==> src/rtl/fetch_sequencer.sv <==
// ---------------------------------------------------------------------------
// fetch_sequencer
//
// LC-3 instruction-fetch sequencer (FETCH1..FETCH3 of the microsequence plus
// idle and timeout handling). Sits downstream of the 16-bit PC register:
// samples the PC into the MAR, drives PC+1 back to the register with a
// one-cycle load enable, runs the memory read handshake and holds the fetched
// word in the IR until the decode stage acknowledges it.
//
// Parameters:
//   WAIT_LIMIT  max FETCH2 cycles to wait for mem_ready before faulting (>=1)
//
// Ports:
//   clk         system clock, rising-edge
//   reset       synchronous active-high reset
//   start       begin fetching (only looked at while idle)
//   halt        stop after the current instruction is acknowledged
//   pc_q        current PC from the PC register Q output
//   pc_next     PC+1 (mod 2^16) to the PC register D input
//   ld_pc       PC register load enable, one cycle per fetch
//   mar_out     memory address register
//   mem_en      memory read request
//   mem_ready   memory read data valid
//   mem_data    memory read data
//   ir_out      instruction register
//   ir_valid    ir_out holds an instruction not yet consumed
//   decode_ack  decode stage has consumed ir_out
//   fault       sticky memory-timeout flag
// ---------------------------------------------------------------------------
module fetch_sequencer #(
  parameter int WAIT_LIMIT = 8
) (
  input  logic        clk,
  input  logic        reset,
  input  logic        start,
  input  logic        halt,
  input  logic [15:0] pc_q,
  output logic [15:0] pc_next,
  output logic        ld_pc,
  output logic [15:0] mar_out,
  output logic        mem_en,
  input  logic        mem_ready,
  input  logic [15:0] mem_data,
  output logic [15:0] ir_out,
  output logic        ir_valid,
  input  logic        decode_ack,
  output logic        fault
);

  localparam int CW = $clog2(WAIT_LIMIT + 1);
  localparam logic [CW-1:0] CNT_LAST = CW'(WAIT_LIMIT - 1);

  typedef enum logic [1:0] {
    IDLE   = 2'd0,
    FETCH1 = 2'd1,
    FETCH2 = 2'd2,
    HOLD   = 2'd3
  } state_t;

  state_t        state_q, state_d;
  logic [CW-1:0] cnt_q, cnt_d;
  logic [15:0]   mar_q, mar_d;
  logic [15:0]   ir_q, ir_d;
  logic          fault_q, fault_d;

  always_comb begin
    state_d = state_q;
    cnt_d   = cnt_q;
    mar_d   = mar_q;
    ir_d    = ir_q;
    fault_d = fault_q;
    case (state_q)
      IDLE: begin
        if (start && !halt) begin
          mar_d   = pc_q;
          fault_d = 1'b0;
          state_d = FETCH1;
        end
      end
      FETCH1: begin
        // PC register loads pc_next during this cycle; mar_out keeps the
        // pre-increment address for the whole read.
        cnt_d   = '0;
        state_d = FETCH2;
      end
      FETCH2: begin
        // Ready has priority over timeout on the last allowed cycle.
        if (mem_ready) begin
          ir_d    = mem_data;
          state_d = HOLD;
        end else if (cnt_q == CNT_LAST) begin
          fault_d = 1'b1;
          state_d = IDLE;
        end else begin
          cnt_d = cnt_q + CW'(1);
        end
      end
      HOLD: begin
        if (decode_ack) begin
          if (halt) begin
            state_d = IDLE;
          end else begin
            // pc_q already holds the incremented PC from the last FETCH1.
            mar_d   = pc_q;
            state_d = FETCH1;
          end
        end
      end
      default: state_d = IDLE;
    endcase
  end

  always_ff @(posedge clk) begin
    if (reset) begin
      state_q <= IDLE;
      cnt_q   <= '0;
      mar_q   <= 16'h0000;
      ir_q    <= 16'h0000;
      fault_q <= 1'b0;
    end else begin
      state_q <= state_d;
      cnt_q   <= cnt_d;
      mar_q   <= mar_d;
      ir_q    <= ir_d;
      fault_q <= fault_d;
    end
  end

  assign pc_next  = pc_q + 16'd1;
  assign ld_pc    = (state_q == FETCH1);
  assign mem_en   = (state_q == FETCH2);
  assign ir_valid = (state_q == HOLD);
  assign mar_out  = mar_q;
  assign ir_out   = ir_q;
  assign fault    = fault_q;

endmodule

==> config.mk <==
export PLATFORM = sky130hd
export DESIGN_NAME = fetch_sequencer
export DESIGN_NICKNAME = d
export VERILOG_FILES = /design/src/rtl/fetch_sequencer.sv
export SDC_FILE = /design/constraint.sdc
export NUM_CORES = 1
export LEC_CHECK = 0
export CORE_MARGIN = 2
export CORE_UTILIZATION = 32
export CTS_CLUSTER_DIAMETER = 120
export DETAILED_ROUTE_END_ITERATION = 8
export GPL_TIMING_DRIVEN = 1
export PLACE_DENSITY = 0.68
export SYNTH_ARGS = -nofsm -noshare
export SYNTH_HDL_FRONTEND = slang
export SYNTH_SLANG_ARGS = --single-unit
==> constraint.sdc <==
create_clock -name clk -period 1.7 [get_ports clk]
set_input_delay 0.255 -clock clk [delete_from_list [all_inputs] [get_ports clk]]
set_output_delay 0.255 -clock clk [all_outputs]
set_load 0.05 [all_outputs]
# == Word level (Yosys, flattened, before mapping) ==
# Cells that the tools add are included.
# word_totals
mem_bits_ro,0
ff_bits,39
word_cells,46
memories,0
latchBits,0
mem_bits_rw,0
# classes
n_eq_ne,11
multipliers,0
n_reduce_logical,11
muxes,17
addsub,2
n_div,0
magnitude_cmp,0
bitwise_logic,0
shift,0
# op_table
op,count
16-bit 2-to-1 mux,3
16-bit one-hot mux with 2 select lines,1
"16-bit by 1-bit adder with 16-bit output, second input constant",1
2-bit 2-to-1 mux,4
4-bit 2-to-1 mux,2
"2-bit != test, second input constant",4
2-bit one-hot mux with 4 select lines,1
4-bit one-hot mux with 2 select lines,1
4-bit AND reduction,2
3-bit AND reduction,2
2-bit nonzero test,3
"4-bit by 1-bit adder with 4-bit output, second input constant",1
"2-bit equality test, second input constant",2
"4-bit by 3-bit equality test with 1-bit output, second input constant",1
1-bit 2-to-1 mux,4
"2-bit by 1-bit != test with 1-bit output, second input constant",2
"3-bit by 1-bit != test with 1-bit output, second input constant",1
"2-bit by 1-bit equality test with 1-bit output, second input constant",1
2-bit logical NOT,1
1-bit one-hot mux with 2 select lines,1
2-bit AND reduction,1
1-bit logical AND,1
1-bit logical NOT,1

# == Depth between registers and ports, before layout ==
# Gate-level depths: netlist of the first run.
# logic_depth
depth_word,4
depth_mapped,8

# == Worst setup path before layout of the first run ==
# No wires, ideal clock.
# synth_timing
path_type,register to register
start,register state_q[0]
end,register mar_q[8] (netlist: mar_out[8])
path_buffers,1
t_arrival_ns,1.917
setup_slack_ns,-0.345
setup_time_ns,0.128
required_time_ns,1.572
stages_incl_launch_ff,7
cell_sequence,dfxtp_1 -> ha_1 -> mux2i_1 -> nor3_4 -> buf_12 -> mux2i_1 -> nor2_1
# synth_via
elab_chain_len,3
elab_cells_between_ends,8
cone_classes,eq/ne: 4; mux: 1; reduce/logical: 3
# synth_lines
element,line,rtl
start: declaration,60,"state_t state_q, state_d;"
start signal: assignment,121,state_q <= state_d;
2-bit equality test *,n/a,
net ir_valid,45,"output logic ir_valid,"
"2-bit != test (no source line), or another cell as far along",n/a,
4-bit AND reduction (no source line),n/a,
end signal: assignment,123,mar_q <= mar_d;
end: declaration,62,"logic [15:0] mar_q, mar_d;"
# The timed path passes the listed nets; every way through them passes the cells marked *.
# A chain may end at the register's enable or synchronous reset.

# == Worst setup path after layout of the first run ==
# layout_timing
start,input port pc_q[0]
end,output port pc_next[13]
# layout_via
elab_chain_len,1
# layout_lines
element,line,rtl
start: declaration,37,"input logic [15:0] pc_q,"
16-bit by 1-bit adder with 16-bit output,129,assign pc_next = pc_q + 16'd1;
end: declaration,38,"output logic [15:0] pc_next,"
# Every way passes these cells.

==> results.json, run 1 <==
{
  "multi_input_area_sq_um": 1170,
  "finalHoldViolCount": 0,
  "cts_tree": "yes",
  "ys_ff_latch": 39,
  "die_y_microns": 80.5,
  "crit_chain": "buf_6, and4_1, nand4_1, buf_6, nor3_2, buf_4, xor2_4, buf_12",
  "drt-initial-drc-count": 51,
  "via_count": 1936,
  "area.growth.synth_to_final_pct": 82.4,
  "startpoint_type": "input port",
  "cts_root_buf": "clkbuf_8",
  "muxShareOfSynthArea_pct": 9.68,
  "antenna_left": 0,
  "synth-adder-area-share_pct": 4.67,
  "synth_nets": 263,
  "synth-simple-area-share_pct": 23.8,
  "cp_common_cell": "buf_6",
  "io_pins": 90,
  "grt_overflow_total": 0,
  "dp_hpwl_mm": 4.14,
  "worst_ep_arrival_time_ns": 1.39,
  "tns_ns": 0,
  "synth_xor_area_share_pct": 6.54,
  "rows": 27,
  "grt_util_all_layers_pct": 17.3,
  "clk_latency_ns": 0.29,
  "end_kind": "output pin",
  "rr_endpoint": "mar_out[13]",
  "rr_worst_depth": 7,
  "grt_pass1_wl_mm": 8.69,
  "cpPeakStageDelay_ns": 0.21,
  "initial_core_util_pct": 33.6,
  "outcome": "complete, no violations",
  "hold_class": "in -> reg",
  "cts_buffer_depth": 2,
  "cts_hold_buf": 0,
  "synthCells": 218,
  "yosysSeqAreaShare_pct": 41.7,
  "synth-compound-area-share_pct": 9.28,
  "final_core_utilization_pct": 61.3,
  "grt_max_degree": 41,
  "grt_setup_unrepaired": "no",
  "synth_top_family_by_area": "simple AND/OR/NAND/NOR gates",
  "tightest_slew_ns": 0.310,
  "syn_area_sq_um": 1870,
  "total_leakage_power_nw": 1.43,
  "antenna_cells": 0,
  "core_sq_um": 5570,
  "min_delay_worst_endpoint": "mar_out[1]",
  "clk_pin_slew_ns": 0.07,
  "finalSetupViolCount": 0,
  "yosysWarnings": 0,
  "first_global_vias": 1880,
  "drc": 0,
  "final-max-slew-violation-count": 0,
  "maxCapViolations": 0,
  "cts_buffers": 5,
  "crit_required_ns": 1.44,
  "wl_per_cell_microns": 13.5,
  "slew_headroom_pct": 79.3,
  "die-area_sq_um": 6490,
  "num-fill-cells": 504,
  "holdWs_ns": 0.318,
  "period_needed_ns": 1.64,
  "cp_top_family": "buffers and inverters",
  "synth.avg_cell_area_sq_um": 8.60,
  "r2r_setup_slack_ns": 0.08,
  "period_share_pct": 96.5,
  "first_pass_iters": 4,
  "synthDistinctLibCells": 32,
  "finalNetCount": 380,
  "h-tree-depth": 2,
  "clock.fmax_ghz": 0.609,
  "power_per_cell_area_nw_per_um2": 935,
  "cts.sinks": 39,
  "die_w_microns": 80.5,
  "clock-skew-final_ns": 0.00340,
  "path_max_fanout": 5,
  "hp-start": "pc_q[1]",
  "antenna_found_initial": 0,
  "worst-path-buf-inv": 4,
  "io_buffers": 89,
  "critPathKind": "in -> out",
  "hold_depth": 4,
  "irDropWorstVdd_mv": 0.594,
  "seq_area_sq_um": 786,
  "routed_wl_mm": 5.51,
  "drive_gt1_share_pct": 36.3,
  "vias_per_cell": 4.75,
  "gpl.final_weighted_congestion": 0.814,
  "r2r-start": "state_q[1]",
  "cpMaxStageDelayCell": "and4_1"
}
==> flip-flops by register name, indices dropped and copies added (netlist names) <==
signal   count
cnt_q        4
fault        1
ir_out      16
mar_out     16
state_q      2
==> what timing repair did <==
| action | CTS | global route |
|---|---|---|
| pin swaps | 10 | 4 |
| buffers inserted | 2 | 0 |
| hold endpoints to repair | 0 | 0 |
| setup endpoints to repair | 12 | 4 |
| resized for setup | 39 | 10 |
==> report_power, final <==
part           leakage [nW]  internal [W]  switching [W]
registers             0.317       0.00101      0.0000677
clock network        0.0422      0.000288       0.000316
logic                  1.07      0.000677       0.000841
==> stage by stage <==
step | cells | cell area [sq um] | power, W | setup WS (ns)
4_1_cts | 408 | 3420 | 0.00324 | -0.0304
2_1_floorplan | 218 | 2000 | 0.00202 | -0.0972
6_report | 408 | 3420 | 0.00320 | 0.0588
3_3_place_gp | 398 | 3300 | 0.00260 | -0.417
5_1_grt | 408 | 3420 | 0.00336 | 0.00300
3_5_place_dp | 398 | 3300 | 0.00262 | -0.460
==> cells in the mapped netlist <==
master     n  area, sq um
xnor2_1    9         78.8
nor2b_1    3         18.8
nand3_1    3         15.0
nor2_1    24         90.1
mux2i_1   17          170
buf_12     1         20.0
a31oi_1    3         18.8
and2_1     1         6.26
inv_1      7         26.3
o211ai_1   2         15.0
dfxtp_1   39          781
nor4_2     1         12.5
mux2_1     1         11.3
nand3b_1   1         7.51
a211oi_1   1         7.51
nor3_4     1         16.3
nand2_1   42          158
a21oi_1   20          100
xor2_1     5         43.8
nand4_1    7         43.8
nor3b_1    2         15.0
nand2b_1   3         18.8
a311oi_1   1         8.76
buf_2      1         5.00
clkbuf_1   8         30.0
nor3_1     2         10.0
ha_1       7         87.6
nand4b_1   2         17.5
a211o_1    1         8.76
a221oi_2   1         15.0
and4_1     1         8.76
and3b_1    1         8.76
==> worst max path at each step <==
stage               startpoint     endpoint  slack, ns  cells after the start
global placement       pc_q[1]  pc_next[13]      -0.42                      8
detailed placement     pc_q[1]  pc_next[13]      -0.46                      8
floorplan              pc_q[1]   pc_next[7]       -0.1                      3
finish                 pc_q[0]  pc_next[13]       0.06                      8
global route           pc_q[9]  pc_next[15]      0.003                      6
CTS                    pc_q[0]  pc_next[15]      -0.03                      7
==> area by class of cell <==
type	instances	share of cell area, %
timing repair buffer	120	37.1
multi-input combinational	162	34.1
sequential	39	23.0
tap	72	2.63
clock buffer	7	2.23
inverter	7	0.768
clock inverter	1	0.146
==> cells in the final DEF (no fill, tap or decap), types with 5 or more instances in the layout <==
cell,count
buf_4,58
nand2_1,40
dfxtp_1,37
buf_12,23
clkdlybuf4s50_1,22
nor2_1,21
a21oi_1,20
mux2i_1,16
nand4_1,7
dlygate4sd2_1,7
buf_6,6
inv_1,5
xnor2_2,5
clkbuf_8,5
==> worst min-delay path, cell delays in order <==
cell and delay (ns):
buf_6 0.08, buf_4 0.10, mux2i_1 0.06, nor2_1 0.08
==> logic make-up after synthesis <==
family | count (synthesis)
AOI/OAI and AO/OA | 29
xor gates and xnor gates | 14
adders and majority gates | 7
buffers and inverters | 17
DFF | 39
muxes | 18
and+or+nand+nor | 94
==> per-layer routing <==
layer / track usage [%] / share of wire, % / up-vias
met3: 4.04 / 6.5 / 9
li1: - / - / 969
met5: 0 / 0 / -
met1: 21.4 / 45 / 885
met4: 6.10 / 1.5 / 0
met2: 29.2 / 47 / 73
No activity file was read; power rests on OpenSTA's default activity.
==> run 2: changes to the inputs <==
--- a/config.mk
+++ b/config.mk
@@ -5,6 +5,7 @@
 export SDC_FILE = /design/constraint.sdc
 export NUM_CORES = 1
 export LEC_CHECK = 0
+export CORE_ASPECT_RATIO = 0.6
 export CORE_MARGIN = 2
 export CORE_UTILIZATION = 32
 export CTS_CLUSTER_DIAMETER = 120
==> run 2 against run 1 <==
Global-route usage rose by 2.3 points; die area rose by 0.31%; clock skew barely moved; clock power rose by 24%; via count rose by 2.6%; clock-buffer cell count fell by 1; critical path depth fell by 1; sequential power barely moved; critical path type unchanged; critical endpoint is now pc_next[15].
==> results.json, run 2 (synthesis results as in run 1) <==
{
  "total_leakage_power_nw": 1.50,
  "first_global_vias": 1972,
  "die_y_microns": 63.3,
  "end_kind": "output pin",
  "gpl.final_weighted_congestion": 0.817,
  "worst-path-buf-inv": 3,
  "tns_ns": 0,
  "hold_depth": 4,
  "antenna_cells": 0,
  "startpoint_type": "input port",
  "rows": 21,
  "cts_root_buf": "clkbuf_8",
  "wl_per_cell_microns": 14.4,
  "io_pins": 90,
  "antenna_found_initial": 0,
  "finalHoldViolCount": 0,
  "power_per_cell_area_nw_per_um2": 958,
  "final_core_utilization_pct": 63.2,
  "drc": 0,
  "core_sq_um": 5620,
  "final-max-slew-violation-count": 0,
  "clock-skew-final_ns": 0.00341,
  "cts_buffers": 5,
  "cp_top_family": "simple AND/OR/NAND/NOR gates",
  "area.growth.synth_to_final_pct": 89.7,
  "irDropWorstVdd_mv": 0.530,
  "cp.depth": 7,
  "via_count": 1987,
  "clk_pin_slew_ns": 0.08,
  "cpMaxStageDelayCell": "xor2_2",
  "maxCapViolations": 0,
  "grt_pass1_wl_mm": 9.87,
  "path_max_fanout": 3,
  "clock.fmax_ghz": 0.594,
  "grt_setup_unrepaired": "yes",
  "finalNetCount": 388,
  "rr_worst_depth": 7,
  "slew_headroom_pct": 71.8,
  "hold_class": "in -> reg",
  "r2r_setup_slack_ns": 0.08,
  "grt_max_degree": 21,
  "antenna_left": 0,
  "cts.sinks": 39,
  "holdWs_ns": 0.328,
  "die-area_sq_um": 6510,
  "drt-initial-drc-count": 74,
  "cpPeakStageDelay_ns": 0.22,
  "crit_chain": "buf_6, and4_1, nand4_1, buf_4, nor4_4, xor2_2, buf_12",
  "io_buffers": 89,
  "grt_util_all_layers_pct": 19.6,
  "worst_ep_arrival_time_ns": 1.43,
  "crit_required_ns": 1.44,
  "num-fill-cells": 474,
  "clk_latency_ns": 0.29,
  "routed_wl_mm": 6.12,
  "critPathKind": "in -> out",
  "tightest_slew_ns": 0.423,
  "finalSetupViolCount": 0,
  "first_pass_iters": 4,
  "h-tree-depth": 2,
  "die_w_microns": 103,
  "layout_commonest_cell": "buf_4",
  "dp_hpwl_mm": 4.70,
  "cts_buffer_depth": 2,
  "layout_common_cells": "buf_4 (64), nand2_1 (40), dfxtp_1 (35)",
  "cts_tree": "yes",
  "vias_per_cell": 4.69,
  "period_share_pct": 99.0,
  "grt_overflow_total": 0,
  "outcome": "complete, no violations",
  "period_needed_ns": 1.68,
  "drive_gt1_share_pct": 41.0,
  "initial_core_util_pct": 33.3
}
## run 2: report_power, final
part | leakage [nW] | total (W) | internal, W | switching (W)
clock network | 0.0530 | 0.000748 | 0.000384 | 0.000364
registers | 0.319 | 0.00109 | 0.00101 | 0.0000764
logic | 1.13 | 0.00157 | 0.000695 | 0.000873
total | 1.50 | 0.00340 | 0.00209 | 0.00131
## run 2: worst min-delay path: stages
cell	delay [ns]
buf_6	0.07
buf_4	0.12
mux2i_1	0.07
nor2_1	0.08
## run 2: cell type report
type / instances / area, sq um / share of cell area, %
sequential: 39 / 791 / 22.2
timing repair buffer: 128 / 1310 / 36.9
clock buffer: 6 / 93.8 / 2.64
inverter: 7 / 28.8 / 0.810
multi-input combinational: 162 / 1210 / 34.2
clock inverter: 2 / 16.3 / 0.458
tap: 80 / 100 / 2.82
## run 2: layer usage
metal	GRT usage (%)	share of wire (%)	wire, microns
met3	7.88	9.7	595
met2	27.9	41	2540
met5	0	0	0
met4	5.10	1.5	94
met1	27.4	47	2890
## run 2: path summary, 6_finish.rpt
path	start	end
worst max-delay path	pc_q[0]	pc_next[15]
worst min-delay path	pc_q[3]	mar_out[3]
worst max register to register	state_q[1]	mar_out[5]
worst min register to register	ir_out[14]	ir_out[14]
## run 2: timing repair
item / 4_1_cts / 5_1_grt
endpoints found under the setup margin: 13 / 16
gates resized for setup: 46 / 24
buffers inserted: 6 / 1
hold buffers: 0 / 0
pin swaps: 13 / 12
## run 2: through the flow
step / area (sq um) / total power, W / setup WS [ns] / std cells
floorplan: 2000 / 0.00202 / -0.0972 / 218
global placement: 3300 / 0.00259 / -0.419 / 412
detailed placement: 3300 / 0.00262 / -0.478 / 412
CTS: 3500 / 0.00338 / -0.0987 / 425
global route: 3550 / 0.00356 / -0.0623 / 424
finish: 3550 / 0.00340 / 0.0171 / 424
==> run 3: changes to the inputs <==
--- a/config.mk
+++ b/config.mk
@@ -7,11 +7,11 @@
 export LEC_CHECK = 0
 export CORE_ASPECT_RATIO = 0.6
 export CORE_MARGIN = 2
-export CORE_UTILIZATION = 32
+export CORE_UTILIZATION = 37
 export CTS_CLUSTER_DIAMETER = 120
 export DETAILED_ROUTE_END_ITERATION = 8
 export GPL_TIMING_DRIVEN = 1
-export PLACE_DENSITY = 0.68
+export PLACE_DENSITY = 0.77
 export SYNTH_ARGS = -nofsm -noshare
 export SYNTH_HDL_FRONTEND = slang
 export SYNTH_SLANG_ARGS = --single-unit
==> run 3 against run 2 <==
Sequential share of layout area is 0.48 points lower; core utilization is 9.6 points higher; combinational power is 3% higher; largest cell class unchanged; highest routed layer unchanged.
==> results.json, run 3 (synthesis results as in run 1) <==
{
  "outcome": "complete, no violations",
  "pre_cts_slack_ns": -0.567,
  "cts.sinks": 39,
  "finalNetCount": 391,
  "power_switching_w": 0.00126,
  "via_count": 1935,
  "grt_setup_unrepaired": "yes",
  "irDropWorstVdd_mv": 0.502,
  "grt_overflow_total": 0,
  "clock.fmax_ghz": 0.591,
  "final_core_utilization_pct": 72.8,
  "period_share_pct": 99.6,
  "grt_util_all_layers_pct": 20.2,
  "worst_slack_ns": 0.00751,
  "finalHoldViolCount": 0,
  "tightest_slew_ns": 0.314,
  "drc": 0,
  "holdWs_ns": 0.360,
  "power_per_cell_area_nw_per_um2": 909,
  "clk_pin_slew_ns": 0.07,
  "die-area_sq_um": 5670,
  "met1_length_mm": 2.74,
  "antenna_left": 0,
  "drt-initial-drc-count": 69,
  "h-tree-depth": 2,
  "wl_met2_mm": 2.67,
  "core_sq_um": 4980,
  "rows": 20,
  "area.growth.synth_to_final_pct": 93.5,
  "crit_required_ns": 1.44,
  "slew_headroom_pct": 78.9,
  "p_comb_share_pct": 49.0,
  "period_needed_ns": 1.69,
  "final-max-slew-violation-count": 0,
  "io_buffers": 89,
  "p_seq_share_pct": 32.9,
  "placed_cell_area_sq_um": 3300,
  "end_kind": "output pin",
  "gpl.final_weighted_congestion": 0.832,
  "path_max_fanout": 3,
  "io_pins": 90,
  "cts_hold_buf": 0,
  "layout_commonest_cell": "buf_4",
  "die_y_microns": 59.1,
  "finalSetupViolCount": 0,
  "clock-skew-final_ns": 0.00553,
  "layout_common_cells": "buf_4 (64), nand2_1 (40), dfxtp_1 (36)",
  "total_leakage_power_nw": 1.52,
  "vias_per_cell": 4.69,
  "wl_per_cell_microns": 14.2,
  "die_w_microns": 95.9,
  "cts_buffer_depth": 2,
  "critPathKind": "in -> out",
  "tns_ns": 0,
  "antenna_cells": 0,
  "routed_wl_mm": 5.87,
  "first_global_vias": 1875,
  "wl_met3_microns": 371,
  "dp_hpwl_mm": 4.04,
  "cts_buffers": 5,
  "startpoint_type": "input port",
  "initial_core_util_pct": 37.6,
  "p_int_w": 0.00204,
  "hold_class": "in -> reg",
  "fin_area_sq_um": 3630,
  "maxCapViolations": 0,
  "cts_root_buf": "clkbuf_8",
  "grt_max_degree": 41,
  "drive_gt1_share_pct": 41.2,
  "antenna_found_initial": 0,
  "cts_tree": "yes",
  "clk_latency_ns": 0.29,
  "p_clk_share_pct": 18.1,
  "grt_pass1_wl_mm": 8.71,
  "swShare_pct": 38.1,
  "worst_ep_arrival_time_ns": 1.44,
  "top_layer": "met4",
  "first_pass_iters": 4
}
## run 3: changes by cell type in the layout (fill, tap and decap cells not counted), moves of 3 or more
cell,change
buf_12,+5
buf_6,-4
clkbuf_2,-3
nor2_2,-3
## run 3: power by group through the flow
stage | sequential [W] | combinational [W] | clock [W]
floorplan | 0.00132 | 0.000699 | 0
global placement | 0.00109 | 0.00150 | 0
detailed placement | 0.00110 | 0.00151 | 0
CTS | 0.00108 | 0.00153 | 0.000627
global route | 0.00109 | 0.00171 | 0.000668
finish | 0.00108 | 0.00161 | 0.000598
## run 3: cell type report
type	count	area, sq um
Clock buffer	6	72.6
Clock inverter	2	12.5
Fill cell	360	1350
Inverter	7	28.8
Multi-Input combinational cell	162	1240
Sequential cell	39	790
Tap cell	66	82.6
Timing Repair Buffer	131	1400
## run 3: worst paths after layout
kind | from | end | slack (ns) | cells after the start
setup / recovery | pc_q[1] | pc_next[9] | 0.008 | 8
hold / removal | pc_q[10] | mar_out[10] | 0.36 | 4
setup reg to reg | state_q[0] | mar_out[9] | 0.03 | 7
hold reg to reg | ir_out[2] | ir_out[2] | 0.45 | 2
## run 3: repair_timing
action | 4_1_cts | 5_1_grt
gates cloned | 0 | 1
setup endpoints to repair | 13 | 11
pin swaps | 5 | 13
gates resized for setup | 46 | 29
setup buffers | 6 | 3
## run 3: worst max-delay path, cell delays in order
cell and delay (ns):
buf_8 0.07, and4_4 0.22, nand4_1 0.12, buf_6 0.17, buf_6 0.12, nor2_4 0.13, xor2_2 0.19, buf_12 0.16
## run 3: metal layers
layer  global-route usage [%]  vias to the layer above
met1                     26.9                      866
met2                     32.5                       66
met5                        0                        -
li1                         -                      994
met3                     5.98                        9
met4                     4.90                        0
## run 3: through the flow
stage               total power [W]  instances
floorplan                   0.00202        218
global placement            0.00259        395
detailed placement          0.00261        395
CTS                         0.00323        409
global route                0.00347        413
finish                      0.00330        413
